## config.mk

```make
export PLATFORM = sky130hd
export DESIGN_NAME = csr_trap_ctrl
export DESIGN_NICKNAME = d
export VERILOG_FILES = /design/src/rtl/csr_pkg.sv /design/src/rtl/csr_alu.sv /design/src/rtl/csr_trap_ctrl.sv
export SDC_FILE = /design/constraint.sdc
export NUM_CORES = 1
export LEC_CHECK = 0
export ABC_AREA = 1
export CAP_MARGIN = 20
export CORE_AREA = 2 2 132 134
export CTS_BUF_LIST = sky130_fd_sc_hd__clkbuf_4 sky130_fd_sc_hd__clkbuf_8
export CTS_CLUSTER_DIAMETER = 120
export DETAILED_ROUTE_END_ITERATION = 10
export DIE_AREA = 0 0 134 136
export GPL_TIMING_DRIVEN = 0
export PLACE_DENSITY = 0.9
export SLEW_MARGIN = 5
export SYNTH_ARGS = -nofsm -noshare
export SYNTH_HDL_FRONTEND = slang
export SYNTH_HIERARCHICAL = 1
export SYNTH_SLANG_ARGS = --single-unit
```

## constraint.sdc

```tcl
create_clock -name clk -period 5.6 [get_ports clk]
set_input_delay 1.12 -clock clk [delete_from_list [all_inputs] [get_ports clk]]
set_output_delay 1.12 -clock clk [all_outputs]
set_load 0.05 [all_outputs]
```

## src/rtl/csr_pkg.sv

```systemverilog
// Shared constants and FSM state type for the CSR write-port sequencer.
// Optional ebreak trap support is enabled with the CSR_EBREAK_EN macro in csr_trap_ctrl.
package csr_pkg;

   localparam logic [11:0] CSR_MSTATUS = 12'h300;
   localparam logic [11:0] CSR_MTVEC   = 12'h305;
   localparam logic [11:0] CSR_MEPC    = 12'h341;
   localparam logic [11:0] CSR_MCAUSE  = 12'h342;

   localparam logic [2:0] F3_CSRRW  = 3'b001;
   localparam logic [2:0] F3_CSRRS  = 3'b010;
   localparam logic [2:0] F3_CSRRC  = 3'b011;
   localparam logic [2:0] F3_CSRRWI = 3'b101;
   localparam logic [2:0] F3_CSRRSI = 3'b110;
   localparam logic [2:0] F3_CSRRCI = 3'b111;

   localparam logic [31:0] CAUSE_ECALL_M    = 32'd11;
   localparam logic [31:0] CAUSE_BREAKPOINT = 32'd3;

   localparam int MSTATUS_MIE    = 3;
   localparam int MSTATUS_MPIE   = 7;
   localparam int MSTATUS_MPP_LO = 11;
   localparam int MSTATUS_MPP_HI = 12;

   typedef enum logic [2:0] {
      ST_IDLE        = 3'd0,
      ST_CSR_WR      = 3'd1,
      ST_TRAP_EPC    = 3'd2,
      ST_TRAP_CAUSE  = 3'd3,
      ST_TRAP_STATUS = 3'd4,
      ST_MRET_STATUS = 3'd5
   } csr_state_e;

endpackage

```

## src/rtl/csr_alu.sv

```systemverilog
// Zicsr read-modify-write datapath: new CSR value and write enable from funct3/old/src.
module csr_alu
   import csr_pkg::*;
#(
   parameter int data_width = 32
) (
   input  logic [2:0]            i_funct3,
   input  logic [data_width-1:0] i_old,
   input  logic [data_width-1:0] i_src,
   output logic [data_width-1:0] o_new,
   output logic                  o_we
);

   always_comb begin
      o_new = i_old;
      o_we  = 1'b0;
      case (i_funct3)
         F3_CSRRW, F3_CSRRWI: begin
            o_new = i_src;
            o_we  = 1'b1;
         end
         F3_CSRRS, F3_CSRRSI: begin
            o_new = i_old | i_src;
            o_we  = |i_src;
         end
         F3_CSRRC, F3_CSRRCI: begin
            o_new = i_old & ~i_src;
            o_we  = |i_src;
         end
         // 000/100: read-only access, old value still goes to rd
         default: ;
      endcase
   end

endmodule

```

## src/rtl/csr_trap_ctrl.sv

```systemverilog
// CSR write-port initiator: Zicsr read-modify-write, M-mode trap entry and mret sequencing.
// Define CSR_EBREAK_EN to add the ebreak_valid input (trap with cause 3, PC from ecall_pc).
module csr_trap_ctrl
   import csr_pkg::*;
#(
   parameter int data_width     = 32,
   parameter int csr_addr_width = 12
) (
   input  logic                      clk,
   input  logic                      rst,
   input  logic                      csr_op_valid,
   input  logic [2:0]                csr_funct3,
   input  logic [csr_addr_width-1:0] csr_addr,
   input  logic [data_width-1:0]     rs1_data,
   input  logic [4:0]                zimm,
   input  logic                      ecall_valid,
   input  logic [data_width-1:0]     ecall_pc,
`ifdef CSR_EBREAK_EN
   input  logic                      ebreak_valid,
`endif
   input  logic                      mret_valid,
   output logic [csr_addr_width-1:0] csr_addr_r,
   input  logic [data_width-1:0]     csr_rdata,
   input  logic [data_width-1:0]     csr_mtvec,
   input  logic [data_width-1:0]     csr_mepc,
   input  logic [data_width-1:0]     csr_mstatus,
   output logic                      csr_we,
   output logic [csr_addr_width-1:0] csr_addr_w,
   output logic [data_width-1:0]     csr_wdata,
   output logic                      rd_valid,
   output logic [data_width-1:0]     rd_wdata,
   output logic                      stall,
   output logic                      redirect_valid,
   output logic [data_width-1:0]     redirect_pc,
   output logic [2:0]                dbg_state
);

   csr_state_e                r_state;
   logic [data_width-1:0]     r_old_q;
   logic [2:0]                r_funct3;
   logic [csr_addr_width-1:0] r_addr;
   logic [data_width-1:0]     r_src;
   logic [data_width-1:0]     r_pc_q;
   logic [data_width-1:0]     r_cause_q;

   logic                      w_ebreak;
   logic [data_width-1:0]     w_src_in;
   logic [data_width-1:0]     w_alu_new;
   logic                      w_alu_we;
   logic [data_width-1:0]     w_trap_mstatus;
   logic [data_width-1:0]     w_mret_mstatus;

`ifdef CSR_EBREAK_EN
   assign w_ebreak = ebreak_valid;
`else
   assign w_ebreak = 1'b0;
`endif

   assign w_src_in = csr_funct3[2] ? {{(data_width-5){1'b0}}, zimm} : rs1_data;

   csr_alu #(.data_width(data_width)) u_alu (
      .i_funct3 (r_funct3),
      .i_old    (r_old_q),
      .i_src    (r_src),
      .o_new    (w_alu_new),
      .o_we     (w_alu_we)
   );

   // mstatus images are built from the live CSR view in the cycle they are written
   always_comb begin
      w_trap_mstatus                                = csr_mstatus;
      w_trap_mstatus[MSTATUS_MPIE]                  = csr_mstatus[MSTATUS_MIE];
      w_trap_mstatus[MSTATUS_MIE]                   = 1'b0;
      w_trap_mstatus[MSTATUS_MPP_HI:MSTATUS_MPP_LO] = 2'b11;
      w_mret_mstatus                                = csr_mstatus;
      w_mret_mstatus[MSTATUS_MIE]                   = csr_mstatus[MSTATUS_MPIE];
      w_mret_mstatus[MSTATUS_MPIE]                  = 1'b1;
      w_mret_mstatus[MSTATUS_MPP_HI:MSTATUS_MPP_LO] = 2'b11;
   end

   always_ff @(posedge clk or negedge rst) begin
      if (!rst) begin
         r_state   <= ST_IDLE;
         r_old_q   <= '0;
         r_funct3  <= '0;
         r_addr    <= '0;
         r_src     <= '0;
         r_pc_q    <= '0;
         r_cause_q <= '0;
      end else begin
         case (r_state)
            ST_IDLE: begin
               if (ecall_valid) begin
                  r_pc_q    <= ecall_pc;
                  r_cause_q <= data_width'(CAUSE_ECALL_M);
                  r_state   <= ST_TRAP_EPC;
               end else if (w_ebreak) begin
                  r_pc_q    <= ecall_pc;
                  r_cause_q <= data_width'(CAUSE_BREAKPOINT);
                  r_state   <= ST_TRAP_EPC;
               end else if (mret_valid) begin
                  r_state <= ST_MRET_STATUS;
               end else if (csr_op_valid) begin
                  r_old_q  <= csr_rdata;
                  r_funct3 <= csr_funct3;
                  r_addr   <= csr_addr;
                  r_src    <= w_src_in;
                  r_state  <= ST_CSR_WR;
               end
            end
            ST_TRAP_EPC:   r_state <= ST_TRAP_CAUSE;
            ST_TRAP_CAUSE: r_state <= ST_TRAP_STATUS;
            default:       r_state <= ST_IDLE;
         endcase
      end
   end

   assign csr_addr_r = csr_addr;
   assign stall      = (r_state != ST_IDLE);
   assign dbg_state  = r_state;

   always_comb begin
      csr_we         = 1'b0;
      csr_addr_w     = '0;
      csr_wdata      = '0;
      rd_valid       = 1'b0;
      rd_wdata       = '0;
      redirect_valid = 1'b0;
      redirect_pc    = '0;
      case (r_state)
         ST_CSR_WR: begin
            csr_we     = w_alu_we;
            csr_addr_w = r_addr;
            csr_wdata  = w_alu_new;
            rd_valid   = 1'b1;
            rd_wdata   = r_old_q;
         end
         ST_TRAP_EPC: begin
            csr_we     = 1'b1;
            csr_addr_w = csr_addr_width'(CSR_MEPC);
            csr_wdata  = {r_pc_q[data_width-1:2], 2'b00};
         end
         ST_TRAP_CAUSE: begin
            csr_we     = 1'b1;
            csr_addr_w = csr_addr_width'(CSR_MCAUSE);
            csr_wdata  = r_cause_q;
         end
         ST_TRAP_STATUS: begin
            csr_we         = 1'b1;
            csr_addr_w     = csr_addr_width'(CSR_MSTATUS);
            csr_wdata      = w_trap_mstatus;
            redirect_valid = 1'b1;
            redirect_pc    = {csr_mtvec[data_width-1:2], 2'b00};
         end
         ST_MRET_STATUS: begin
            csr_we         = 1'b1;
            csr_addr_w     = csr_addr_width'(CSR_MSTATUS);
            csr_wdata      = w_mret_mstatus;
            redirect_valid = 1'b1;
            redirect_pc    = csr_mepc;
         end
         default: ;
      endcase
   end

endmodule

```

* Yosys cells after proc, flatten, opt, wreduce, memory -nomap -nowiden
Index checks and enable logic that the tools add are counted.
** Storage, ports and cells
- Output and inout port bits :: 127
- Register bits :: 115
- Logic and storage cells :: 49
- Input bits :: 217
** Operators by class
- Bitwise logic cells :: 5
- Eq/ne operators :: 12
- Reduce and logical (&&, ||, !) cells :: 11
- Muxes and demuxes :: 14
** Operators with widths (count)
- $pmux 32 s5 :: 1
- $pmux 32 s3 :: 1
- $mux 32 :: 2
- $pmux 32 s2 :: 1
- $pmux 12 s4 :: 1
- $and 32x32->32 :: 1
- $not 32->32 :: 1
- $or 32x32->32 :: 1
- $reduce_or 32->1 :: 1
- $eq 3x3->1 const B :: 5
- $eq 3x2->1 const B :: 4
- $mux 3 :: 3
- $pmux 3 s3 :: 1
- $reduce_or 2->1 :: 4
- $reduce_or 4->1 :: 2
- $eq 3x1->1 const B :: 2
- $ne 4x4->1 const B :: 1
- $pmux 1 s2 :: 2
- $reduce_and 4->1 :: 1
- $logic_not 3->1 :: 1
- $reduce_bool 3->1 :: 1
- $mux 1 :: 2
- $not 1->1 :: 2
- $reduce_and 2->1 :: 1

* Longest topological paths before layout
Gate-level depths: netlist (run 1).
- Depth in word-level cells :: 4
- Mapped depth :: 9
- Gate-level depth less buffers :: 9

* Hierarchy
Netlist (run 1), hierarchy kept.
** Modules (own cells, without submodules)
- csr_trap_ctrl :: cells each 898, area each 6193.4 sq um, sequential area each 2827.7 sq um, times used 1
- csr_alu :: cells each 169, area each 784.5 sq um, sequential area each 0.0 sq um, times used 1

* Worst setup path before layout (run 1)
No wires, ideal clock.
- Path type :: register -> output
- Start :: reg r_state[1], in the netlist dbg_state[1]
- End :: out redirect_pc[10]
- Arrival :: 2.875 ns
- Path buffers :: 2
- Slack :: 1.605 ns
- Required time :: 4.480 ns
- Cell stages (with the launch flop) :: 7
- Path through :: dfrtp_1 -> inv_2 -> clkbuf_1 -> ha_1 -> inv_1 -> clkbuf_1 -> a21oi_1
** Between the ends
- Cells in the longest elaborated chain, start to end :: 2
** Ends and longest elaborated chain
- from (decl) :: RTL line csr_trap_ctrl.sv:38 : csr_state_e r_state;
- from (signal assigned) :: RTL line csr_trap_ctrl.sv:83 : r_state <= ST_IDLE;
- from (signal assigned) :: RTL line csr_trap_ctrl.sv:96 : r_state <= ST_TRAP_EPC;
- from (signal assigned) :: RTL line csr_trap_ctrl.sv:100 : r_state <= ST_TRAP_EPC;
- $eq 3x3->1 :: RTL line csr_trap_ctrl.sv:130 : case (r_state)
- $pmux 32 s2 * :: RTL line csr_trap_ctrl.sv:130
- to (decl) :: RTL line csr_trap_ctrl.sv:34 : output logic [data_width-1:0] redirect_pc,
Mark *: on every way between the ends. The rest lies on a longest branch, timed or not.

* Worst setup path in the final report (run 1)
- Start :: reg r_state[1], in the netlist dbg_state[1]
- End :: out redirect_pc[5]
Same word-level chain as after synthesis.

==> flow_metrics.py, run 1 <==
metrics = {
    "status": {
        "status": "complete, no violations",
    },
    "sta": {
        "tightest_slew_ns": 0.7218,
        "clock_skew_ns": 0.02145,
        "relSlewSlack_pct": 51.88,
        "hold_violations": 0,
        "fin_crit_sh_pct": 83.04,
        "rsz0062_at_grt": "false",
        "setup_tns_ns": 0,
        "fmax_mhz": 215.0,
        "setup_viol": 0,
        "finalCriticalPeriod_ns": 4.650,
        "finalMaxSlewViolations": 0,
    },
    "power_and_ir_drop": {
        "power_mw": 5.478,
        "worst_ir_drop_vdd_uv": 291.8,
        "p_leak_nw": 5.156,
        "powerDensity_mw_per_mm2": 505.3,
    },
    "clock_network": {
        "clockBufferDepth": 2,
        "post-cts-setup-buffer-count": 0,
        "clock_sinks": 112,
        "clk_pin_slew_worst_paths_ns": 0.10,
        "cts_inserted_buffers": 9,
        "cts_resized": 0,
        "clock_latency_ns": 0.40,
        "hold_buffers": 0,
        "tritoncts": "built",
        "htreeDepth": 3,
        "cts_root_buffer": "clkbuf_8",
    },
    "placement": {
        "place_inst": 1626,
        "gp_congestion": 0.8989,
        "io_buffer_count": 337,
        "dp_hpwl_um": 24510,
    },
    "floorplanning": {
        "dieHeight_um": 136,
        "initial_utilization_pct": 41.13,
        "io_pins": 344,
        "dieArea_sq_mm": 0.01822,
        "rows": 48,
        "coreArea_sq_mm": 0.01688,
        "die_w_um": 134,
    },
    "route": {
        "drt_pass1_iterations": 6,
        "vias_per_cell": 5.213,
        "dr_total_vias": 8565,
        "drc": 0,
        "routedWlPerCell_um": 18.61,
        "wirelength_um": 30580,
        "ant_nets": 0,
        "drtIter0Drc": 720,
    },
    "yosys": {
        "netlist_area_sq_mm": 0.006942,
        "syn-num-nets": 1282,
        "ys_warn_count": 6,
        "syn-instance-count": 1063,
        "synth.avg_cell_area_sq_um": 6.530,
    },
    "setup_path": {
        "critPathTopFamily": "buffers and inverters",
        "cp-end-kind": "primary output",
        "path_buf_inv": 5,
        "crit_path_start_kind": "flip-flop",
        "worstPathRequired_ns": 4.48,
        "worstPathArrival_ns": 3.53,
        "path_common_cell": "clkbuf_1",
        "critical_path_class": "flip-flop to primary output",
        "slowest_stage": "clkdlybuf4s50_1",
        "slowest_delay_ns": 0.86,
        "crit_fanout": 10,
        "crit_chain": "inv_2 > clkbuf_1 > ha_1 > inv_1 > clkbuf_1 > a21oi_1 > clkdlybuf4s50_1",
    },
    "final_layout": {
        "fin_cells": 1643,
        "areaGrowthSynthToFinish_pct": 56.18,
        "nets": 1631,
        "layout-drive-gt1-share_pct": 6.210,
    },
    "global_routing": {
        "grt_pass1_wl_um": 45550,
        "grt.overflow.total": 0,
        "grt_max_degree": 60,
        "antenna_found_initial": 1,
        "grt_usage_pct": 32.92,
        "grt_pass1_vias": 8497,
    },
    "run": {
        "cap_violations": 0,
    },
    "worst_hold_path": {
        "hold_path.class": "flip-flop to flip-flop",
    },
}
-- metrics by stage --
| step | worst slack, ns | area (sq um) | util [%] | hold WS [ns] |
|---|---|---|---|---|
| 2_1_floorplan | 1.605 | 6942 | - | 0.4343 |
| 3_3_place_gp | -0.8406 | 10600 | 62.79 | 0.4486 |
| 3_5_place_dp | 1.409 | 10630 | 62.96 | 0.4543 |
| 4_1_cts | 0.9654 | 10840 | 64.23 | 0.4775 |
| 5_1_grt | 0.8133 | 10840 | 64.24 | 0.4977 |
| 6_report | 0.9495 | 10840 | 64.24 | 0.4806 |
-- tightest hold or removal path: cells and delay by family, from the launching register on --
| kind | cells | cell delay [ns] |
|---|---|---|
| DFF | 1 | 0.36 |
| and+or+nand+nor | 2 | 0.10 |
-- sequential cells by signal (all words and copies together), names as in the netlist --
register / count
r_old_q: 32
dbg_state: 3
r_cause_q: 1
r_addr: 12
r_src: 32
r_funct3: 2
r_pc_q: 30
-- cell type report --
type	count	area (sq um)
clock buffer	13	166.4
multi-input combinational	720	3144
timing repair buffer	338	3402
inverter	153	574.3
fill	1500	6035
tap	225	281.5
antenna	1	2.502
clock inverter	3	47.55
buffer	78	420.4
sequential	112	2803
-- per-layer routing --
metal | GRT usage [%] | up-vias | part of all wire (%)
met5 | 0 | - | 0
met4 | 16.19 | 0 | 4.8
met3 | 7.345 | 97 | 9.0
met2 | 59.09 | 509 | 49
met1 | 36.91 | 3967 | 37
li1 | - | 3992 | -
-- final timing paths --
kind	startpoint	endpoint	slack, ns	cells after the start
min in group asynchronous	rst	r_addr[10]	0.69	1
hold / removal	r_funct3[1]	r_funct3[1]	0.48	2
setup / recovery	dbg_state[1]	redirect_pc[5]	0.95	7
hold reg to reg	r_funct3[1]	r_funct3[1]	0.48	2
setup reg to reg	dbg_state[0]	r_old_q[19]	3.78	6
max in group asynchronous	rst	r_pc_q[18]	4.23	2
-- placed cells by master, fill, tap and decap left out, types with 3 or more instances in the layout --
cell,instances
nand3_1,123
inv_2,6
inv_1,147
buf_2,35
nor2_1,70
clkdlybuf4s50_1,336
o21ai_0,20
nor2_2,3
clkbuf_8,11
buf_4,20
o21ai_1,34
clkbuf_1,20
nand2_1,367
o22ai_1,30
a21oi_1,64
dfrtp_1,112
-- power by group --
group	internal (mW)	total [mW]	switching, mW
sequential	1.20	1.46	0.266
clock	0.245	0.537	0.292
combinational	1.12	3.48	2.36
total	2.56	5.48	2.92
Power figures use the tool's default switching activity.
==> inputs of run 2 (changes only) <==
CORE_AREA = not set   (was 2 2 132 134)
CORE_UTILIZATION = 38   (was not set)
DIE_AREA = not set   (was 0 0 134 136)
PLACE_DENSITY = 0.87   (was 0.9)
clock period = 3.9 ns   (was 5.6 ns; I/O delays follow)
==> run 2 against run 1 <==
Against the previous run: first-iteration DRC count is 2.1% lower; critical path type unchanged; clock-buffer cell count is 2 lower; power is 43% higher; combinational power is 42% higher; worst hold slack worse by 0.17 ns; register-to-register slack worse by 1.9 ns; global-route usage is 2.1 points lower.
==> flow_metrics.py, run 2 (synthesized netlist as in run 1, its figures left out) <==
metrics = {
    "clock_network": {
        "cts_root_buffer": "clkbuf_8",
        "hold_buffers": 0,
        "post-cts-setup-buffer-count": 0,
        "clk_pin_slew_worst_paths_ns": 0.11,
        "htreeDepth": 3,
        "clock_latency_ns": 0.41,
        "clock_sinks": 112,
        "clockBufferDepth": 2,
        "tritoncts": "built",
        "cts_inserted_buffers": 9,
    },
    "final_layout": {
        "reg.largest.list": "r_old_q: 32 flops, r_src: 32 flops, r_pc_q: 30 flops",
        "final_cell_mix": "nand2_1, clkdlybuf4s50_1, inv_1",
        "stdcell_area_sq_mm": 0.01084,
        "final_util_pct": 60.53,
        "layout-drive-gt1-share_pct": 6.281,
        "antenna_cells": 0,
        "areaGrowthSynthToFinish_pct": 56.11,
        "final_common_cell": "nand2_1",
        "nets": 1631,
    },
    "floorplanning": {
        "rows": 49,
        "io_pins": 344,
        "coreArea_sq_mm": 0.01790,
        "initial_utilization_pct": 38.78,
        "dieHeight_um": 137.2,
        "dieArea_sq_mm": 0.01881,
        "die_w_um": 137.2,
    },
    "power_and_ir_drop": {
        "p_leak_nw": 5.675,
        "p_int_mw": 3.616,
        "powerDensity_mw_per_mm2": 720.6,
        "power_mw": 7.808,
        "pwr-share-seq_pct": 26.9,
        "swShare_pct": 53.69,
        "combPwrFrac_pct": 63.3,
        "worst_ir_drop_vdd_uv": 503.0,
        "p_clk_share_pct": 9.9,
        "p_switching_mw": 4.192,
    },
    "route": {
        "vias_per_cell": 5.128,
        "ant_nets": 0,
        "drc": 0,
        "drtIter0Drc": 705,
        "drt_pass1_iterations": 5,
        "dr_total_vias": 8441,
        "routedWlPerCell_um": 17.78,
        "wirelength_um": 29260,
    },
    "setup_path": {
        "critical_path_class": "flip-flop to primary output",
        "worstPathArrival_ns": 2.95,
        "worstPathRequired_ns": 3.12,
        "cp-end-kind": "primary output",
        "crit_start": "dbg_state[1]",
        "crit_path_start_kind": "flip-flop",
        "crit_fanout": 10,
        "reg2reg_from": "dbg_state[0]",
    },
    "global_routing": {
        "grt.overflow.total": 0,
        "grt_pass1_wl_um": 42850,
        "grt_usage_pct": 30.86,
        "grt_max_degree": 61,
        "grt_pass1_vias": 8193,
        "antenna_found_initial": 0,
    },
    "sta": {
        "clock_skew_ns": 0.01723,
        "rsz0062_at_grt": "false",
        "relSlewSlack_pct": 57.00,
        "fmax_mhz": 268.2,
        "tightest_slew_ns": 0.6449,
        "hold_violations": 0,
        "fin_crit_sh_pct": 95.59,
        "setup_viol": 0,
        "finalMaxSlewViolations": 0,
        "finalCriticalPeriod_ns": 3.728,
    },
    "placement": {
        "place_area_sq_mm": 0.01063,
        "dp_hpwl_um": 23140,
        "gp_congestion": 0.9821,
        "io_buffer_count": 337,
    },
    "run": {
        "cap_violations": 0,
    },
    "worst_hold_path": {
        "hold_path.class": "input pin to async pin",
    },
    "status": {
        "status": "complete, no violations",
    },
}
run 2: cell types whose count changed in the layout (fill, tap and decap cells not counted), moves of 2 or more:
cell | before | now
clkdlybuf4s50_1 | 336 | 276
dlygate4sd2_1 | 0 | 42
dlymetal6s2s_1 | 0 | 18
clkbuf_4 | 2 | 0
run 2: power by group through the flow:
stage / registers (mW) / clock network [mW] / logic [mW]
2_1_floorplan: 2.02 / 0 / 3.21
3_3_place_gp: 2.08 / 0 / 4.83
3_5_place_dp: 2.11 / 0 / 4.91
4_1_cts: 2.08 / 0.781 / 4.90
5_1_grt: 2.15 / 0.824 / 5.33
6_report: 2.10 / 0.771 / 4.94
run 2: per-layer routing:
layer  GRT usage (%)  share of wire (%)  vias to the layer above
met4           13.92                3.6                        0
li1                -                  -                     4004
met1           35.93                 38                     3885
met2           54.15                 49                      491
met5               0                  0                        -
met3           6.519                9.5                       61
run 2: through the flow:
| stage | setup TNS (ns) | worst slack (ns) | std cells | hold slack [ns] |
|---|---|---|---|---|
| detailed placement | 0 | 0.08502 | 1630 | 0.4552 |
| floorplan | 0 | 0.2450 | 1063 | 0.4343 |
| CTS | 0 | 0.005699 | 1646 | 0.3095 |
| global route | 0 | 0.01040 | 1646 | 0.3217 |
| finish | 0 | 0.1721 | 1646 | 0.3064 |
| global placement | -245.34 | -2.200 | 1629 | 0.4547 |
run 2: cell type report:
type	instances	area, sq um
flip-flops and latches	112	2803
multi-input cells	720	3144
clock buffers	11	151.4
clock inverters	5	61.31
fillers	1631	7066
repair buffers	338	3395
inverters	153	574.3
well taps	229	286.5
plain buffers	78	421.7
run 2: timing repair:
| action | in CTS | in global routing |
|---|---|---|
| endpoints found under the hold margin | 0 | 0 |
| setup endpoints to repair | 62 | 18 |
| resized for setup | 43 | 18 |
run 2: final timing paths:
path	endpoint	slack, ns	cells after the start
worst max-delay path	redirect_pc[4]	0.17	7
worst min-delay path	r_addr[10]	0.31	1
worst max register to register	r_old_q[19]	1.91	6
worst min register to register	r_cause_q[0]	0.49	2
max in group asynchronous	r_old_q[19]	2.91	2
min in group clk	r_cause_q[0]	0.49	2
run 2: worst max-delay path, cell delays in order, from the launching register on:
cell and delay [ns]:
dfrtp_1 0.51, inv_2 0.20, clkbuf_2 0.32, ha_1 0.29
inv_1 0.15, clkbuf_1 0.25, a21oi_1 0.21, dlygate4sd2_1 0.60
==> inputs of run 3 (changes only) <==
GPL_ROUTABILITY_DRIVEN = 0   (was not set)
==> run 3 against run 2 <==
Against the previous run: fmax rose by 0.40%; largest cell class unchanged; first-iteration DRC count rose by 4.8%; highest routed layer unchanged; clock power fell by 3.2%; combinational power barely moved; critical path depth rose by 3; clock-buffer cell count fell by 1; sequential cell count did not move; worst hold slack improved by 0.018 ns; critical endpoint is now csr_wdata[3]; power fell by 0.32%; critical path type unchanged; routed wire length fell by 0.54%.
==> flow_metrics.py, run 3 (synthesized netlist as in run 1, its figures left out) <==
metrics = {
    "power_and_ir_drop": {
        "swShare_pct": 53.58,
        "pwr-share-seq_pct": 26.9,
        "p_clk_share_pct": 9.6,
        "combPwrFrac_pct": 63.5,
        "worst_ir_drop_vdd_uv": 485.0,
        "p_int_mw": 3.613,
        "p_leak_nw": 5.952,
        "powerDensity_mw_per_mm2": 713.5,
        "p_switching_mw": 4.170,
    },
    "final_layout": {
        "stdcell_area_sq_mm": 0.01091,
        "final_cell_mix": "nand2_1, clkdlybuf4s50_1, inv_1",
        "areaGrowthSynthToFinish_pct": 57.16,
        "nets": 1631,
        "n_fill_cell": 1634,
        "final_util_pct": 60.94,
        "layout-drive-gt1-share_pct": 6.281,
        "final_common_cell": "nand2_1",
        "fin_cells": 1647,
        "reg.largest.list": "r_old_q: 32 flops, r_src: 32 flops, r_pc_q: 30 flops",
    },
    "route": {
        "drc": 0,
        "drtIter0Drc": 739,
        "vias_per_cell": 5.084,
        "wirelength_um": 29100,
        "dr_total_vias": 8374,
        "ant_nets": 0,
        "routedWlPerCell_um": 17.67,
        "drt_pass1_iterations": 5,
    },
    "setup_path": {
        "path_common_cell": "nor2_1",
        "path_buf_inv": 3,
        "slowest_stage": "clkdlybuf4s50_1",
        "crit_fanout": 10,
        "crit_start": "r_funct3[1]",
        "crit_chain": "buf_4 > nor2_2 > buf_2 > a21oi_1 > o22ai_1 > nand3_1 > nand2_1 > nor2_1 > nor2_1 > clkdlybuf4s50_1",
        "cp-end-kind": "primary output",
        "critical_path_class": "flip-flop to primary output",
        "slowest_delay_ns": 0.83,
        "worstPathArrival_ns": 2.93,
        "critPathTopFamily": "buffers and inverters",
        "crit_path_start_kind": "flip-flop",
        "reg2reg_from": "dbg_state[0]",
        "worstPathRequired_ns": 3.12,
    },
    "clock_network": {
        "clock_latency_ns": 0.39,
        "cts_inserted_buffers": 9,
        "cts_root_buffer": "clkbuf_8",
        "cts_resized": 23,
        "clock_sinks": 112,
        "tritoncts": "built",
        "clockBufferDepth": 2,
        "htreeDepth": 3,
        "clk_pin_slew_worst_paths_ns": 0.11,
        "post-cts-setup-buffer-count": 0,
        "hold_buffers": 0,
    },
    "sta": {
        "relSlewSlack_pct": 57.97,
        "rsz0062_at_grt": "false",
        "setup_ws_ns": 0.1868,
        "finalMaxSlewViolations": 0,
        "setup_tns_ns": 0,
        "setup_viol": 0,
        "fmax_mhz": 269.3,
        "clock_skew_ns": 0.01351,
        "hold_violations": 0,
        "fin_crit_sh_pct": 95.21,
        "tightest_slew_ns": 0.6329,
        "finalCriticalPeriod_ns": 3.713,
    },
    "placement": {
        "place_area_sq_mm": 0.01063,
        "place_inst": 1630,
        "pre_cts_ws_ns": 0.1585,
        "io_buffer_count": 337,
        "dp_hpwl_um": 22890,
    },
    "run": {
        "cap_violations": 0,
    },
    "global_routing": {
        "antenna_found_initial": 1,
        "grt_pass1_wl_um": 42630,
        "grt.overflow.total": 0,
        "grt_max_degree": 61,
        "grt_pass1_vias": 8172,
        "grt_usage_pct": 30.66,
    },
    "floorplanning": {
        "io_pins": 344,
        "initial_utilization_pct": 38.78,
        "rows": 49,
        "coreArea_sq_mm": 0.01790,
        "die_w_um": 137.2,
        "dieHeight_um": 137.2,
        "dieArea_sq_mm": 0.01881,
    },
    "worst_hold_path": {
        "hold_path.class": "input pin to async pin",
    },
    "status": {
        "status": "complete, no violations",
    },
}
run 3: cell count changes in the layout (fill, tap and decap cells not counted), sizes merged:
cell	delta
dlygate4sd2	-22
dlymetal6s2s	+21
clkbuf	-1
clkdlybuf4s15	+1
clkinvlp	+1
diode	+1
run 3: final timing paths:
path,slack [ns],end,cells past startpoint
setup reg to reg,1.96,r_old_q[18],6
max in group asynchronous,2.92,r_old_q[17],2
setup / recovery,0.19,csr_wdata[3],10
hold reg to reg,0.48,r_pc_q[14],2
hold / removal,0.32,r_addr[10],1
min in group clk,0.48,r_pc_q[14],2
run 3: area by class of cell:
| class | instances | area (sq um) | area share, % |
|---|---|---|---|
| diodes | 1 | 2.502 | 0.02294 |
| well taps | 229 | 286.5 | 2.626 |
| repair buffers | 338 | 3475 | 31.85 |
| clock buffers | 10 | 137.6 | 1.262 |
| multi-input cells | 720 | 3144 | 28.82 |
| flip-flops and latches | 112 | 2803 | 25.69 |
| inverters | 153 | 574.3 | 5.264 |
| clock inverters | 6 | 65.06 | 0.5964 |
| plain buffers | 78 | 421.7 | 3.865 |
run 3: worst register-to-register path, delay by kind of cell, from the launching register on:
kind                   cells  cell delay [ns]
AO/OA/AOI/OAI              1             0.17
buffers and inverters      2             0.72
AND/OR/NAND/NOR            3             0.51
flip-flops                 1             0.40
run 3: power groups by stage:
stage          clock, mW  combinational [mW]  sequential [mW]
6_report           0.746                4.94             2.09
5_1_grt            0.792                5.35             2.15
4_1_cts            0.755                4.91             2.08
3_5_place_dp           0                4.90             2.10
3_3_place_gp           0                4.81             2.09
2_1_floorplan          0                3.21             2.02
run 3: through the flow:
step	total power, mW	hold WS, ns
final	7.783	0.3243
after detailed placement	6.996	0.4591
after floorplan	5.236	0.4343
after global placement	6.898	0.4530
after global routing	8.287	0.3415
after CTS	7.739	0.3291
run 3: metal layers:
| metal | wire length [um] | GRT usage (%) | up-vias |
|---|---|---|---|
| met5 | 0 | 0 | - |
| met4 | 1446 | 17.16 | 0 |
| met3 | 2652 | 6.741 | 79 |
| met2 | 13800 | 52.10 | 450 |
| met1 | 11210 | 35.70 | 3855 |
| li1 | - | - | 3990 |
